### config.mk
export PLATFORM = sky130hd
export DESIGN_NAME = jump_issue_ctrl
export DESIGN_NICKNAME = d
export VERILOG_FILES = /design/src/rtl/jump_issue_ctrl.sv
export SDC_FILE = /design/constraint.sdc
export NUM_CORES = 1
export LEC_CHECK = 0
export BUFFER_PORTS_ARGS = -buffer_cell sky130_fd_sc_hd__buf_2
export CORE_MARGIN = 8
export CORE_UTILIZATION = 30
export DETAILED_ROUTE_END_ITERATION = 10
export GPL_ROUTABILITY_DRIVEN = 0
export PLACE_DENSITY_LB_ADDON = 0.25
export SKIP_CTS_REPAIR_TIMING = 1
export SLEW_MARGIN = 20
export SYNTH_ARGS = -nofsm -noshare
export SYNTH_HDL_FRONTEND = slang
export SYNTH_SLANG_ARGS = --single-unit
### constraint.sdc
create_clock -name clk -period 3.7 [get_ports clk]
set_clock_uncertainty 0.05 [all_clocks]
set_input_delay 0.37 -clock clk [delete_from_list [all_inputs] [get_ports clk]]
set_output_delay 0.37 -clock clk [all_outputs]
set_load 0.03 [all_outputs]
### src/rtl/jump_issue_ctrl.sv
// Branch/jump issue controller: accepts one op, drives the jump FU, resolves
// the prediction, requests writeback of the link PC and keeps op statistics.
module jump_issue_ctrl #(
  parameter int unsigned WD_LIMIT = 4
) (
  input  logic        clk,
  input  logic        rst,
  input  logic        issue_valid,
  output logic        issue_ready,
  input  logic        issue_jump,
  input  logic [4:0]  issue_rd,
  input  logic        issue_pred,
  output logic        fu_en,
  input  logic        fu_finish,
  input  logic        fu_cmp_res,
  input  logic [31:0] fu_pc_jump,
  input  logic [31:0] fu_pc_wb,
  output logic        redirect_valid,
  output logic [31:0] redirect_pc,
  output logic        wb_req,
  input  logic        wb_grant,
  output logic [4:0]  wb_rd,
  output logic [31:0] wb_data,
  input  logic        flush,
  output logic        busy,
  output logic        wd_err,
  output logic [15:0] jump_cnt,
  output logic [15:0] mispred_cnt
);

  localparam int unsigned WD_W    = (WD_LIMIT > 1) ? $clog2(WD_LIMIT) : 1;
  localparam int unsigned CNT_W   = 16;
  localparam int unsigned PC_W    = 32;
  localparam int unsigned RD_W    = 5;

  typedef enum logic [2:0] {IDLE, EXEC, WAIT, RESOLVE, WB} state_t;

  state_t            state;
  state_t            next_state;
  logic              jump_q;
  logic              pred_q;
  logic              cmp_q;
  logic [RD_W-1:0]   rd_q;
  logic [PC_W-1:0]   pc_jump_q;
  logic [PC_W-1:0]   pc_wb_q;
  logic [WD_W-1:0]   wd_cnt;
  logic              accept_c;
  logic              wd_expire_c;
  logic              taken_c;
  logic              mispredict_c;
  logic              resolve_c;

  assign accept_c     = (state == IDLE) & issue_valid & ~flush;
  assign wd_expire_c  = (state == WAIT) & ~fu_finish & (wd_cnt == WD_W'(WD_LIMIT - 1));
  assign taken_c      = jump_q | cmp_q;
  assign mispredict_c = taken_c != pred_q;
  assign resolve_c    = (state == RESOLVE) & ~flush;

  always_ff @(posedge clk or posedge rst) begin
    if (rst) state <= IDLE;
    else     state <= next_state;
  end

  always_comb begin
    next_state = state;
    case (state)
      IDLE:    if (accept_c) next_state = EXEC;
      EXEC:    next_state = flush ? IDLE : WAIT;
      WAIT: begin
        if (flush)            next_state = IDLE;
        else if (fu_finish)   next_state = RESOLVE;
        else if (wd_expire_c) next_state = IDLE;
      end
      RESOLVE: begin
        if (!flush && jump_q && (rd_q != '0)) next_state = WB;
        else                                  next_state = IDLE;
      end
      WB:      if (flush || wb_grant) next_state = IDLE;
      default: next_state = IDLE;
    endcase
  end

  // Handshake outputs are decoded from state so a cancelling flush or reset acts in the same cycle.
  always_comb begin
    issue_ready    = 1'b0;
    fu_en          = 1'b0;
    redirect_valid = 1'b0;
    wb_req         = 1'b0;
    redirect_pc    = taken_c ? pc_jump_q : pc_wb_q;
    wb_rd          = rd_q;
    wb_data        = pc_wb_q;
    busy           = state != IDLE;
    if (!rst) begin
      issue_ready    = (state == IDLE) & ~flush;
      fu_en          = state == EXEC;
      redirect_valid = resolve_c & mispredict_c;
      wb_req         = (state == WB) & ~flush;
    end
  end

  // Latched op fields, FU results, watchdog and statistics.
  always_ff @(posedge clk or posedge rst) begin
    if (rst) begin
      jump_q      <= 1'b0;
      pred_q      <= 1'b0;
      cmp_q       <= 1'b0;
      rd_q        <= '0;
      pc_jump_q   <= '0;
      pc_wb_q     <= '0;
      wd_cnt      <= '0;
      wd_err      <= 1'b0;
      jump_cnt    <= '0;
      mispred_cnt <= '0;
    end else begin
      if (accept_c) begin
        jump_q <= issue_jump;
        rd_q   <= issue_rd;
        pred_q <= issue_pred;
      end
      if ((state == WAIT) && !flush && fu_finish) begin
        cmp_q     <= fu_cmp_res;
        pc_jump_q <= fu_pc_jump;
        pc_wb_q   <= fu_pc_wb;
      end
      if ((state != WAIT) || flush || fu_finish || wd_expire_c) wd_cnt <= '0;
      else                                                      wd_cnt <= wd_cnt + WD_W'(1);
      if (wd_expire_c && !flush) wd_err <= 1'b1;
      if (resolve_c) begin
        if (jump_cnt != {CNT_W{1'b1}}) jump_cnt <= jump_cnt + CNT_W'(1);
        if (mispredict_c && (mispred_cnt != {CNT_W{1'b1}})) mispred_cnt <= mispred_cnt + CNT_W'(1);
      end
    end
  end

endmodule

==> out/results.ini <==
[status]
outcome = completed

[critical_path]
rrSetupSlack_ns = 1.42
cp.arrival_ns = 2.22
cp-start-kind = register
cp_max_fo = 32
critical_path_class = reg2out
r2r_cells = 3
end_kind = output pin
cp.required_ns = 3.28

[finish]
fillCellCount = 1617
fin_area_mm2 = 0.00642
insertedDiodeCount = 0
fin_nets = 633
drive_gt1_share_pct = 57.5
area_delta_synth_final_pct = 29.0

[global_routing]
grt_pass1_wl_mm = 20.3
grt_usage_pct = 12.4
grt_max_degree = 67
grt_overflow = 0
antenna_found_initial = 0
grt_pass1_vias = 3954

[sta]
rsz0062_at_grt = false
fin_crit_sh_pct = 71.2
setup_tns_ns = 0
fmax_mhz = 379
drv_slew = 0
setup_viol = 0
final_hold_viol_count = 0
final.min_clock_period_ns = 2.64
tightestPinTransition_ns = 0.994
max_slew_margin_pct = 33.5

[floorplan]
io-pin-count = 185
die_height_um = 145
initial_utilization_pct = 30.4
fp.dieW_um = 145
core_mm2 = 0.0164
die_area_mm2 = 0.0210
num_rows = 47

[run]
max-cap-violations = 0

[route]
drtIter0Drc = 162
antenna_left = 0
num_vias = 3659
drc_errors = 0
via_per_inst = 4.71
routed_wl_mm = 12.7
post_drt_wl_per_cell_um = 16.3
drt_pre_antenna_iters = 4

[clock_tree]
clk_pin_slew_ns = 0.07
htreeDepth = 3
clk_path_buf_depth = 2
cts_buffers = 9
clk_latency_ns = 0.35
cts_sinks = 110
cts_root_buf = clkbuf_16
tritoncts = built

[yosys]
syn_inst = 370
ys_seq_elements = 110
yosysSeqAreaShare_pct = 55.3
yosysWarnings = 0
synth_ff_type = dfrtp_1
synth_enable_flop_cells = 0
synth-async-reset-ratio_pct = 100
synth_area_mm2 = 0.00498
synth.distinct_cells = 40
avgSynthCellArea_um2 = 13.5
synth_nets = 451

[place]
dp_hpwl_mm = 9.30
placed_cell_area_mm2 = 0.00614
io_buffers = 184

[pwr]
power.leakage_nw = 3.24
power.density_mw_per_mm2 = 719
vdd_drop_max_mv = 0.382

[min_path]
min_path_type = in2async

[synth_stat cells, types with 2 or more instances]
cell / instances / share of area, %
clkbuf_1: 6 / 0.45
a21oi_1: 4 / 0.40
or3_1: 2 / 0.25
nor3b_1: 2 / 0.30
inv_1: 2 / 0.15
nand2_1: 12 / 0.90
nor2_1: 10 / 0.75
xnor2_1: 10 / 1.8
nor4b_1: 2 / 0.35
buf_2: 7 / 0.70
o21ai_0: 4 / 0.40
or2_2: 2 / 0.25
xor2_1: 13 / 2.3
and3_1: 8 / 1.0
nand3_1: 12 / 1.2
nor3_1: 7 / 0.70
a31oi_1: 4 / 0.50
o211ai_1: 4 / 0.60
o2111a_1: 2 / 0.45
dfrtp_1: 110 / 55
nor4_1: 9 / 1.1
ha_1: 3 / 0.75
nor2b_1: 2 / 0.25
and4_1: 2 / 0.35
mux2_2: 109 / 25
nand4_1: 8 / 1.0
[layer usage]
layer	GRT usage, %	vias up	share of wire (%)
met5	0	-	0
met1	14.6	1791	42
met3	6.10	10	12
met2	18.7	138	44
met4	5.26	0	1.6
li1	-	1720	-
[registers in the layout, indices dropped and copies added, names as in the netlist, 2 cells and up]
signal       count
jump_cnt        16
mispred_cnt     16
pc_jump_q       32
state            3
wb_data         32
wb_rd            5
wd_cnt           2
[placed cells by master (no fill, tap or decap), types with 2 or more instances in the layout]
cell,instances
nand4_1,8
nor3_1,7
or2_2,2
and4_1,2
xor2_1,13
xnor2_1,10
or3_1,2
ha_1,3
nand2_1,12
a21oi_1,4
dfrtp_1,110
and3_1,8
clkinv_4,4
nor4b_1,2
a31oi_1,4
o2111a_1,2
nor4_1,9
o211ai_1,4
nand3_1,11
mux2_2,109
buf_2,184
o21ai_0,4
nor2_1,9
nand3_4,2
nor3b_1,2
clkbuf_16,9
nor2b_1,2
[final timing paths]
path                            from              end
max in group asynchronous        rst    pc_jump_q[28]
setup reg to reg            state[2]      wb_data[13]
hold reg to reg            wd_cnt[0]        wd_cnt[0]
min in group clk            wb_grant         state[2]
hold / removal                   rst         state[2]
setup / recovery              jump_q  redirect_pc[17]
[per-stage QoR]
stage               power [mW]  setup WS, ns  cells  util (%)  hold WS, ns
floorplan                 3.13       0.00218    370         -        0.365
global placement          3.71          1.37    761      37.4        0.377
detailed placement        3.75          1.30    761      37.4        0.386
CTS                       4.71         0.988    777      39.2        0.127
global route              4.90         0.918    777      39.2        0.152
finish                    4.62          1.06    777      39.2       0.0987
[cell families (layout without fill, tap and decap cells)]
kind of cell | after synthesis | after routing | synth area share [%]
compound gates | 22 | 22 | 2.99
xor+xnor | 23 | 23 | 4.04
fa+ha+maj | 3 | 3 | 0.754
buf+inv | 16 | 203 | 1.53
flops | 110 | 110 | 55.3
mux | 109 | 109 | 24.6
simple gates | 87 | 87 | 10.8
[critical path, cell delays in order, from the launching register on]
cell	delay, ns
dfrtp_1	0.45
nor2_4	0.78
mux2_2	0.42
buf_2	0.19
[final cells by class]
type / count / area, µm² / share of cell area [%]
clock buffer: 10 / 239 / 3.72
clock inverter: 6 / 47.5 / 0.740
inverter: 2 / 10.0 / 0.156
multi-input combinational: 244 / 2170 / 33.8
sequential: 110 / 2750 / 42.8
tap: 220 / 275 / 4.28
timing repair buffer: 185 / 928 / 14.4
[where the power goes]
group / leakage, nW / internal [mW] / switching [mW]
sequential: 1.41 / 1.54 / 0.227
clock: 0.139 / 0.479 / 0.448
combinational: 1.69 / 0.720 / 1.21
Note: power is estimated with default switching activity, not from simulation.
